$ cat src/rtl/coin_acceptor_pkg.sv
// Shared coin codes and FSM state encoding for the coin acceptor.
package coin_acceptor_pkg;

  localparam logic [1:0] COIN_NONE = 2'b00;
  localparam logic [1:0] COIN_ONE  = 2'b10;
  localparam logic [1:0] COIN_TWO  = 2'b11;

  localparam int CNT_W = 8;

  typedef enum logic [2:0] {
    IDLE,
    QUAL,
    EMIT,
    REJECT,
    RELEASE
  } state_t;

  function automatic logic [1:0] coin_code(input logic two);
    return two ? COIN_TWO : COIN_ONE;
  endfunction

endpackage

$ cat src/rtl/coin_sync.sv
// Two-flop synchronizer for one raw, asynchronous coin sensor.
module coin_sync (
  input  logic clk,
  input  logic rst,
  input  logic raw,
  output logic sync
);

  logic meta;

  always_ff @(posedge clk or negedge rst) begin
    if (!rst) begin
      meta <= 1'b0;
      sync <= 1'b0;
    end else begin
      meta <= raw;
      sync <= meta;
    end
  end

endmodule

$ cat src/rtl/coin_acceptor.sv
// Debounced two-sensor coin acceptor with registered coin/reject outputs.
// Define COIN_ACCEPTOR_COUNT_EN to add a saturating accepted-coin counter (coin_count).
module coin_acceptor
  import coin_acceptor_pkg::*;
#(
  parameter int DEBOUNCE_CYCLES = 4
) (
  input  logic             clk,
  input  logic             rst,
  input  logic             sense_one,
  input  logic             sense_two,
  output logic [1:0]       coin,
  output logic             coin_reject,
`ifdef COIN_ACCEPTOR_COUNT_EN
  output logic [CNT_W-1:0] coin_count,
`endif
  output logic             busy
);

  localparam logic [CNT_W-1:0] DEB = CNT_W'(DEBOUNCE_CYCLES);

  logic [1:0]       sense_raw;
  logic [1:0]       sense_sync;
  logic             s_one;
  logic             s_two;
  logic             latched;
  logic             other;
  logic             kind_two;
  logic [CNT_W-1:0] counter;
  state_t           state;

  assign sense_raw = {sense_two, sense_one};

  for (genvar gi = 0; gi < 2; gi++) begin : g_sync
    coin_sync u_sync (
      .clk  (clk),
      .rst  (rst),
      .raw  (sense_raw[gi]),
      .sync (sense_sync[gi])
    );
  end

  assign s_one   = sense_sync[0];
  assign s_two   = sense_sync[1];
  assign latched = kind_two ? s_two : s_one;
  assign other   = kind_two ? s_one : s_two;
  assign busy    = (state != IDLE);

  // coin/coin_reject are loaded on the transition so they line up with EMIT/REJECT.
  always_ff @(posedge clk or negedge rst) begin
    if (!rst) begin
      state       <= IDLE;
      counter     <= '0;
      kind_two    <= 1'b0;
      coin        <= COIN_NONE;
      coin_reject <= 1'b0;
    end else begin
      coin        <= COIN_NONE;
      coin_reject <= 1'b0;
      case (state)
        IDLE: begin
          if (s_one && s_two) begin
            state       <= REJECT;
            coin_reject <= 1'b1;
            counter     <= '0;
          end else if (s_one ^ s_two) begin
            state    <= QUAL;
            kind_two <= s_two;
            counter  <= CNT_W'(1);
          end
        end
        QUAL: begin
          if (other) begin
            state       <= REJECT;
            coin_reject <= 1'b1;
            counter     <= '0;
          end else if (!latched) begin
            state   <= IDLE;
            counter <= '0;
          end else if (counter == DEB) begin
            state   <= EMIT;
            coin    <= coin_code(kind_two);
            counter <= '0;
          end else begin
            counter <= counter + CNT_W'(1);
          end
        end
        EMIT, REJECT: begin
          state   <= RELEASE;
          counter <= '0;
        end
        RELEASE: begin
          // Only a run of DEBOUNCE_CYCLES all-clear cycles re-arms the acceptor.
          if (s_one || s_two) begin
            counter <= '0;
          end else if (counter + CNT_W'(1) == DEB) begin
            state   <= IDLE;
            counter <= '0;
          end else begin
            counter <= counter + CNT_W'(1);
          end
        end
        default: begin
          state   <= IDLE;
          counter <= '0;
        end
      endcase
    end
  end

`ifdef COIN_ACCEPTOR_COUNT_EN
  always_ff @(posedge clk or negedge rst) begin
    if (!rst) begin
      coin_count <= '0;
    end else if (state == EMIT && coin_count != '1) begin
      coin_count <= coin_count + CNT_W'(1);
    end
  end
`endif

endmodule
$ cat config.mk
export PLATFORM = sky130hd
export DESIGN_NAME = coin_acceptor
export DESIGN_NICKNAME = d
export VERILOG_FILES = /design/src/rtl/coin_acceptor_pkg.sv /design/src/rtl/coin_sync.sv /design/src/rtl/coin_acceptor.sv
export SDC_FILE = /design/constraint.sdc
export NUM_CORES = 1
export LEC_CHECK = 0
export BUFFER_PORTS_ARGS = -buffer_cell sky130_fd_sc_hd__buf_2
export CORE_ASPECT_RATIO = 0.8
export CORE_MARGIN = 2
export CORE_UTILIZATION = 44
export DETAILED_ROUTE_END_ITERATION = 10
export GPL_ROUTABILITY_DRIVEN = 1
export PLACE_DENSITY_LB_ADDON = 0.15
export SETUP_SLACK_MARGIN = 0.1
export SLEW_MARGIN = 30
export SYNTH_ARGS = -nofsm -noshare
export SYNTH_HDL_FRONTEND = slang
export SYNTH_SLANG_ARGS = --single-unit
$ cat constraint.sdc
create_clock -name clk -period 4.7 [get_ports clk]
set_clock_uncertainty 0.15 [all_clocks]
set_input_delay 0.94 -clock clk [delete_from_list [all_inputs] [get_ports clk]]
set_output_delay 0.94 -clock clk [all_outputs]
set_load 0.01 [all_outputs]
==> results.json, run 1 <==
{
  "whs_ns": 0.209,
  "first_pass_iters": 4,
  "synth-main-ff-cell": "dfrtp_1",
  "leakage_nw": 0.562,
  "avgSynthCellArea_sq_um": 9.71,
  "grt_pass1_wl_mm": 3.47,
  "place_worst_setup_slack_ns": 2.56,
  "gp_congestion": 0.795,
  "htree_levels": 1,
  "coreArea_sq_um": 2380,
  "hpwl_mm": 1.42,
  "worst_pin_slew_ns": 0.425,
  "cts.sinks": 19,
  "slew_headroom_pct": 71.7,
  "avgRoutedWirePerCell_um": 13.8,
  "die_y_um": 48.3,
  "grt_pass1_vias": 725,
  "grt_max_degree": 20,
  "cp-end-kind": "primary output",
  "rsz0062_at_grt": "false",
  "clockPowerShare_pct": 17.9,
  "cts_resized": 0,
  "crit_fanout": 9,
  "hp-class": "register to register",
  "syn_nets": 119,
  "p_comb_share_pct": 30.8,
  "required_ns": 3.61,
  "yosys.area_share.adder_pct": 4.65,
  "async_flop_share_pct": 100,
  "port_buffers": 7,
  "yosysMostFrequentCell": "dfrtp_1",
  "setup_slack_ns": 2.21,
  "fin_crit_ns": 2.49,
  "status": "completed",
  "slew_violations": 0,
  "ys_warn_count": 0,
  "synth_mux_area_share_pct": 0.929,
  "ant_nets": 0,
  "antennaDiodeCount": 0,
  "synth_cell_type_count": 38,
  "finalHoldViolCount": 0,
  "ios": 8,
  "drive_gt1_share_pct": 17.1,
  "cts-hold-fix-buffers": 0,
  "synth_xor_xnor_area_share_pct": 0,
  "timing.final.crit_share_pct": 52.9,
  "dieArea_sq_um": 2860,
  "grt_antenna_before_repair": 0,
  "cts_tree": "yes",
  "clk_pin_slew_ns": 0.09,
  "cts_made_buffers": 3,
  "avgViaCountPerCell": 5.61,
  "synth_top_area_cell": "dfrtp_1",
  "insertion_delay_ns": 0.30,
  "cellPowerDensity_nw_per_um2": 396,
  "power_switching_w": 0.000173,
  "synth_top_family_by_area": "simple AND/OR/NAND/NOR gates",
  "maxCapViolCount": 0,
  "synth_compound_area_share_pct": 18.4,
  "startpoint_type": "register",
  "path_class": "register to primary output",
  "cts-root-buf": "clkbuf_4",
  "yosysSeqAreaShare_pct": 44.1,
  "ys_top_cells_by_area": "dfrtp_1, nand2_1, ha_1",
  "syn_area_sq_um": 1080,
  "worstPathArrival_ns": 1.40,
  "setup_viol": 0,
  "swShare_pct": 37.9,
  "die_w_um": 59.3,
  "drt-total-wl_mm": 1.99,
  "vias": 808,
  "fin_nets": 126,
  "setup_tns_ns": 0,
  "grt_overflow_total": 0,
  "drc": 0,
  "drt-initial-drc-count": 13,
  "ir_worst_vdd_mv": 0.268,
  "ys_top_cells_by_count": "dfrtp_1, nand2_1, nor2_1, o21ai_0",
  "track_usage_pct": 16.9,
  "synth-simple-area-share_pct": 28.1,
  "synth_top_cell_area_share_pct": 44.1,
  "intPower_w": 0.000283,
  "power_frac_seq_pct": 51.2,
  "ys_ff_latch": 19,
  "area_growth_syn_to_layout_pct": 6.74,
  "synth-edff-count": 0,
  "num_rows": 16,
  "initial_core_util_pct": 45.2,
  "synthCells": 111,
  "post-cts-setup-buffers": 0,
  "timing.fmax_mhz": 402,
  "cts_max_path_buffers": 2
}
## cells in the final DEF, fill, tap and decap left out, types with 3 or more instances in the layout
cell       n
dfrtp_1   19
nand2_1   16
nor2_1     7
o21ai_0    7
buf_2      7
inv_1      5
nand3_1    5
nor3_1     4
ha_1       4
and2_1     3
and3_1     3
o22ai_1    3
a22o_1     3
clkbuf_4   3
## power by group through the flow
stage / Sequential (W) / Clock (W) / Combinational, W
4_1_cts: 0.000233 / 0.0000879 / 0.000143
2_1_floorplan: 0.000212 / 0 / 0.000128
6_report: 0.000233 / 0.0000817 / 0.000140
5_1_grt: 0.000239 / 0.0000934 / 0.000161
3_3_place_gp: 0.000232 / 0 / 0.000138
3_5_place_dp: 0.000235 / 0 / 0.000139
## kinds of logic (layout without fill, tap and decap cells)
family / after synthesis / after routing
and+or+nand+nor: 52 / 52
muxes: 1 / 1
buffers and inverters: 10 / 16
DFF: 19 / 19
AOI/OAI and AO/OA: 25 / 25
adders and majority gates: 4 / 4
## state kept, by name, summed over array words and instances (netlist names)
signal,cells
counter,8
state,3
g_sync.u_sync.meta,2
g_sync.u_sync.sync,2
coin_reject,1
coin,2
kind_two,1
## layer usage
metal  part of all wire [%]  global-route usage (%)  up-vias  wire length, um
met5                      0                       0        -                0
met4                    1.3                    5.45        0               26
met3                    3.5                    4.77        5               69
met2                     43                    24.6       12              851
met1                     52                    24.4      383             1040
li1                       -                       -      408                -
## worst paths after layout
kind,from,to,slack (ns),cells past startpoint
setup / recovery,state[2],busy,2.21,3
hold reg to reg,g_sync[1].u_sync.meta,g_sync[1].u_sync.sync,0.21,0
min in group asynchronous,rst,coin_reject,0.40,1
setup reg to reg,counter[0],counter[0],2.66,6
max in group asynchronous,rst,counter[4],3.69,1
hold / removal,g_sync[1].u_sync.meta,g_sync[1].u_sync.sync,0.21,0
## worst max-delay path, cell delays in order (launching register included)
cell     delay (ns)
dfrtp_1        0.49
nor3_1         0.40
inv_1          0.07
buf_2          0.15
## per-stage QoR
stage	utilization, %	cell area, sq um	total power (W)	instances
2_1_floorplan	-	1080	0.000341	111
3_3_place_gp	47.2	1120	0.000371	140
3_5_place_dp	47.2	1120	0.000375	140
4_1_cts	48.3	1150	0.000463	144
5_1_grt	48.3	1150	0.000493	144
6_report	48.3	1150	0.000456	144
## area by class of cell
| type | instances | area [sq um] |
|---|---|---|
| well taps | 27 | 33.8 |
| multi-input cells | 82 | 561 |
| flip-flops and latches | 19 | 475 |
| fillers | 223 | 1230 |
| inverters | 5 | 18.8 |
| clock buffers | 4 | 26.3 |
| repair buffers | 7 | 35.0 |
Note: power is estimated with default switching activity, not from simulation.
==> run 2, diff against run 1 <==
Clock period 4.7 ns to 2.6 ns, I/O delays scaled along.
==> run 2 against run 1 <==
Effect of this change: routed wire length fell by 2.3%; sequential share of layout area decreased by 0.40 points; flip-flop and latch count stayed put; critical endpoint unchanged.
==> results.json, run 2 (same netlist as run 1, synthesis figures left out) <==
{
  "status": "completed",
  "hpwl_mm": 1.42,
  "dieArea_sq_um": 2860,
  "die_w_um": 59.3,
  "cp-end-kind": "primary output",
  "drt-total-wl_mm": 1.94,
  "largest_reg_flops": 8,
  "crit_family": "flip-flops",
  "clockPowerShare_pct": 18.2,
  "maxCapViolCount": 0,
  "antennaDiodeCount": 0,
  "num_rows": 16,
  "grt_max_degree": 20,
  "min_path_cells": 1,
  "grt_use_met3_pct": 4.77,
  "ant_nets": 0,
  "intPower_w": 0.000511,
  "worst_pin_slew_ns": 0.467,
  "r2r_start": "counter[1]",
  "timing.final.crit_share_pct": 81.9,
  "cts_resized": 0,
  "timing.fmax_mhz": 469,
  "hp-class": "input port to register",
  "drt-initial-drc-count": 11,
  "cts_max_path_buffers": 2,
  "first_pass_iters": 4,
  "whs_ns": 0.167,
  "setup_tns_ns": 0,
  "coreArea_sq_um": 2380,
  "worstPathArrival_ns": 1.46,
  "final_cell_mix": "dfrtp_1, nand2_1, nor2_1, o21ai_0, buf_2",
  "leakage_nw": 0.569,
  "dpl-instance-area_sq_um": 1120,
  "critical_path.cell_chain": "nor3_1 > inv_1 > buf_2",
  "die_y_um": 48.3,
  "drc": 0,
  "crit_fanout": 9,
  "path_class": "register to primary output",
  "grt_antenna_before_repair": 0,
  "required_ns": 1.93,
  "insertion_delay_ns": 0.30,
  "clk_pin_slew_ns": 0.11,
  "reg_top3": "counter (8), state (3)",
  "cts_made_buffers": 3,
  "cts-hold-fix-buffers": 1,
  "initial_core_util_pct": 45.2,
  "min_to": "g_sync[0].u_sync.meta",
  "final_common_cell": "dfrtp_1",
  "grt_pass1_vias": 709,
  "fin_crit_ns": 2.13,
  "area_growth_syn_to_layout_pct": 7.78,
  "avgRoutedWirePerCell_um": 13.4,
  "regMostFlops": "counter",
  "port_buffers": 7,
  "cts-root-buf": "clkbuf_4",
  "fin_nets": 127,
  "rsz0062_at_grt": "false",
  "place_worst_setup_slack_ns": 0.670,
  "use_met2_pct": 23.1,
  "worstHoldStart": "sense_one",
  "swShare_pct": 37.8,
  "grtUsageMet1_pct": 22.4,
  "cts_tree": "yes",
  "setup_slack_ns": 0.469,
  "rr_endpoint": "counter[0]",
  "drive_gt1_share_pct": 17.8,
  "ios": 8,
  "busiest_layer": "met2",
  "slew_violations": 0,
  "setup_viol": 0,
  "critical-path-max-stage-delay_ns": 0.49,
  "crit_buf_inv": 2,
  "reg2reg_depth": 6,
  "grt_pass1_wl_mm": 3.25,
  "finalHoldViolCount": 0,
  "final_area_sq_um": 1160,
  "avgViaCountPerCell": 5.54,
  "vias": 804,
  "cellPowerDensity_nw_per_um2": 707,
  "ir_worst_vdd_mv": 0.348,
  "power_frac_seq_pct": 51.0,
  "gp_congestion": 0.796,
  "track_usage_pct": 15.8,
  "htree_levels": 1,
  "p_comb_share_pct": 30.8,
  "r2r_setup_slack_ns": 0.63,
  "post-cts-setup-buffers": 0,
  "cts.sinks": 19,
  "grt_overflow_total": 0,
  "power_switching_w": 0.000311,
  "critPathSlowestCell": "dfrtp_1",
  "startpoint_type": "register",
  "slew_headroom_pct": 68.6
}
## run 2: changes by cell type in the layout (fill, tap and decap cells not counted), sizes merged
cell | before | now
dlygate4sd3 | 0 | 1
clkinv | 0 | 1
clkbuf | 4 | 3
## run 2: cell type report
| cell class | count | area [sq um] |
|---|---|---|
| Tap cell | 27 | 33.8 |
| Clock buffer | 3 | 22.5 |
| Multi-Input combinational cell | 82 | 561 |
| Inverter | 5 | 18.8 |
| Sequential cell | 19 | 475 |
| Clock inverter | 1 | 5.00 |
| Timing Repair Buffer | 8 | 45.0 |
| Fill cell | 222 | 1220 |
## run 2: power by group through the flow
stage / clock network (W) / logic (W) / registers [W]
2_1_floorplan: 0 / 0.000232 / 0.000384
3_3_place_gp: 0 / 0.000246 / 0.000425
3_5_place_dp: 0 / 0.000250 / 0.000426
4_1_cts: 0.000156 / 0.000254 / 0.000419
5_1_grt: 0.000166 / 0.000289 / 0.000432
6_report: 0.000149 / 0.000253 / 0.000419
## run 2: how the worst max path moves through the flow
stage,from,to,slack [ns],cells past startpoint
floorplan,counter[1],counter[0],0.81,6
global placement,counter[0],counter[0],0.73,7
detailed placement,counter[1],counter[0],0.67,6
CTS,state[2],busy,0.45,3
global route,state[2],busy,0.38,3
finish,state[2],busy,0.47,3
## run 2: stage by stage
step | utilization (%) | std cells | power, W
global route | 48.7 | 145 | 0.000887
CTS | 48.7 | 145 | 0.000829
floorplan | - | 111 | 0.000616
finish | 48.7 | 145 | 0.000821
global placement | 47.2 | 140 | 0.000672
detailed placement | 47.2 | 140 | 0.000676
## run 2: layer usage
layer  vias to the layer above  part of all wire, %
met4                         0                 0.62
met3                         2                  4.1
met2                        13                   42
met1                       381                   53
li1                        408                    -
met5                         -                    0
==> run 3, diff against run 2 <==
Settings changed: ABC_AREA from default to 1.
Clock period 2.6 ns to 2.08 ns, I/O delays scaled along.
==> run 3 against run 2 <==
Effect of this change: via count up 2.2%; die area down 1.7%; register-to-register slack worse by 0.24 ns; synthesized cell count up 11%; routed wire length up 1.0%; the run now ends with design-rule violations left.
==> results.json, run 3 <==
{
  "ios": 8,
  "maxCapViolCount": 0,
  "regMostFlops": "counter",
  "cellPowerDensity_nw_per_um2": 554,
  "required_ns": 1.51,
  "synth-main-ff-cell": "dfrtp_1",
  "fin_nets": 144,
  "ant_nets": 0,
  "cts_resized": 0,
  "crit_fanout": 5,
  "setup_tns_ns": 0,
  "drive_gt1_share_pct": 22.2,
  "yosysSeqAreaShare_pct": 45.0,
  "dieArea_sq_um": 2810,
  "slew_violations": 0,
  "timing.final.crit_share_pct": 88.0,
  "die_y_um": 47.8,
  "area_growth_syn_to_layout_pct": 9.70,
  "slew_headroom_pct": 72.4,
  "htree_levels": 1,
  "grt_pass1_wl_mm": 3.26,
  "post-cts-setup-buffers": 0,
  "status": "finished, violations left",
  "finalHoldViolCount": 0,
  "final_common_cell": "nand2_1",
  "leakage_nw": 0.521,
  "ys_ff_latch": 19,
  "worstPathArrival_ns": 1.26,
  "avgViaCountPerCell": 5.14,
  "ir_worst_vdd_mv": 0.316,
  "die_w_um": 58.8,
  "path_class": "register to primary output",
  "fill_cells": 225,
  "port_buffers": 7,
  "worstHoldStart": "sense_one",
  "first_pass_iters": 8,
  "rsz0062_at_grt": "false",
  "grt_antenna_before_repair": 0,
  "cts_made_buffers": 3,
  "ys_top_cells_by_count": "nand2_1, dfrtp_1, inv_1, nand3_1",
  "initial_core_util_pct": 47.7,
  "timing.fmax_mhz": 547,
  "syn_nets": 131,
  "vias": 822,
  "grt_pass1_vias": 729,
  "hp-class": "input port to register",
  "hpwl_mm": 1.52,
  "final_cell_mix": "nand2_1, inv_1, dfrtp_1",
  "largest_reg_flops": 8,
  "drc": 1,
  "synthCells": 123,
  "drt-total-wl_mm": 1.96,
  "synth_cell_type_count": 27,
  "syn_area_sq_um": 1060,
  "async_flop_share_pct": 100,
  "reg_top3": "counter (8), state (3)",
  "grt_max_degree": 20,
  "fin_crit_ns": 1.83,
  "cts-hold-fix-buffers": 1,
  "synth_top_cell_area_share_pct": 45.0,
  "ys_warn_count": 0,
  "antennaDiodeCount": 0,
  "setup_viol": 0,
  "grt_overflow_total": 0,
  "violations": "design-rule violations",
  "cp-end-kind": "primary output",
  "synth_top_area_cell": "dfrtp_1",
  "yosysMostFrequentCell": "nand2_1",
  "cts.sinks": 19,
  "insertion_delay_ns": 0.29,
  "gp_congestion": 0.911,
  "cts_max_path_buffers": 2,
  "clk_pin_slew_ns": 0.10,
  "r2r_start": "counter[0]",
  "drt-initial-drc-count": 36,
  "ys_top_cells_by_area": "dfrtp_1, nand2_1, inv_1",
  "num_rows": 15,
  "startpoint_type": "register",
  "coreArea_sq_um": 2210,
  "synth-edff-count": 0,
  "whs_ns": 0.0687,
  "avgRoutedWirePerCell_um": 12.2,
  "cts_tree": "yes",
  "worst_pin_slew_ns": 0.414,
  "avgSynthCellArea_sq_um": 8.60,
  "cts-root-buf": "clkbuf_4",
  "track_usage_pct": 16.1,
  "crit_path_start": "state[0]"
}
## run 3: changes by cell type in the layout (fill, tap and decap cells not counted), moves of 3 or more
cell     previous run  this run
nor3_1              4         0
nand2_2             0         5
a22o_1              3         0
nand2_1            16        21
nand3_2             0         3
o22ai_1             3         6
inv_2               0         3
inv_1               5        19
and2_1              3         0
nand4_1             0         3
## run 3: path summary, 6_finish.rpt
path | slack, ns | endpoint | cells past startpoint
max in group asynchronous | 1.06 | counter[5] | 2
min in group asynchronous | 0.42 | counter[2] | 2
worst max register to register | 0.39 | state[0] | 9
worst min register to register | 0.21 | g_sync[1].u_sync.sync | 0
worst min-delay path | 0.07 | g_sync[0].u_sync.meta | 1
worst max-delay path | 0.25 | busy | 5
## run 3: per-layer routing
layer	share of wire, %	track usage [%]
met1	53	22.5
met5	0	0
met4	0.77	4.09
met3	4.8	5.68
met2	41	23.8
## run 3: logic make-up after synthesis
kind of cell / synth area share, %
and+or+nand+nor: 29.6
buffers and inverters: 8.52
AOI/OAI and AO/OA: 11.4
DFF: 45.0
adders and majority gates: 4.73
xor gates and xnor gates: 0.829
## run 3: layout make-up
type / instances / area, sq um / share of cell area, %
Inverter: 24 / 90.1 / 7.77
Tap cell: 25 / 31.3 / 2.70
Multi-Input combinational cell: 80 / 492 / 42.4
Timing Repair Buffer: 8 / 45.0 / 3.88
Sequential cell: 19 / 475 / 41.0
Clock buffer: 4 / 26.3 / 2.27
## run 3: per-stage QoR
stage               utilization [%]  setup WS (ns)  total power, W  instance area (sq um)  instances
floorplan                         -          0.630        0.000445                   1060        123
global placement               50.7          0.419        0.000465                   1120        155
detailed placement             50.7          0.456        0.000468                   1120        155
CTS                            52.4          0.240        0.000652                   1160        160
global route                   52.4          0.144        0.000681                   1160        160
finish                         52.4          0.250        0.000642                   1160        160
## run 3: power breakdown
group          leakage [nW]  internal, W  switching [W]   total, W
Combinational         0.258    0.0000215      0.0000423  0.0000637
Sequential            0.248     0.000385      0.0000125   0.000397
Clock                0.0150    0.0000747       0.000107   0.000181
Total                 0.521     0.000481       0.000162   0.000642
## run 3: worst max-delay path: stages, from the launching register on
cell and delay (ns):
dfrtp_1 0.37, inv_1 0.12, nand2_1 0.08, nor2_2 0.17
inv_2 0.09, buf_2 0.15
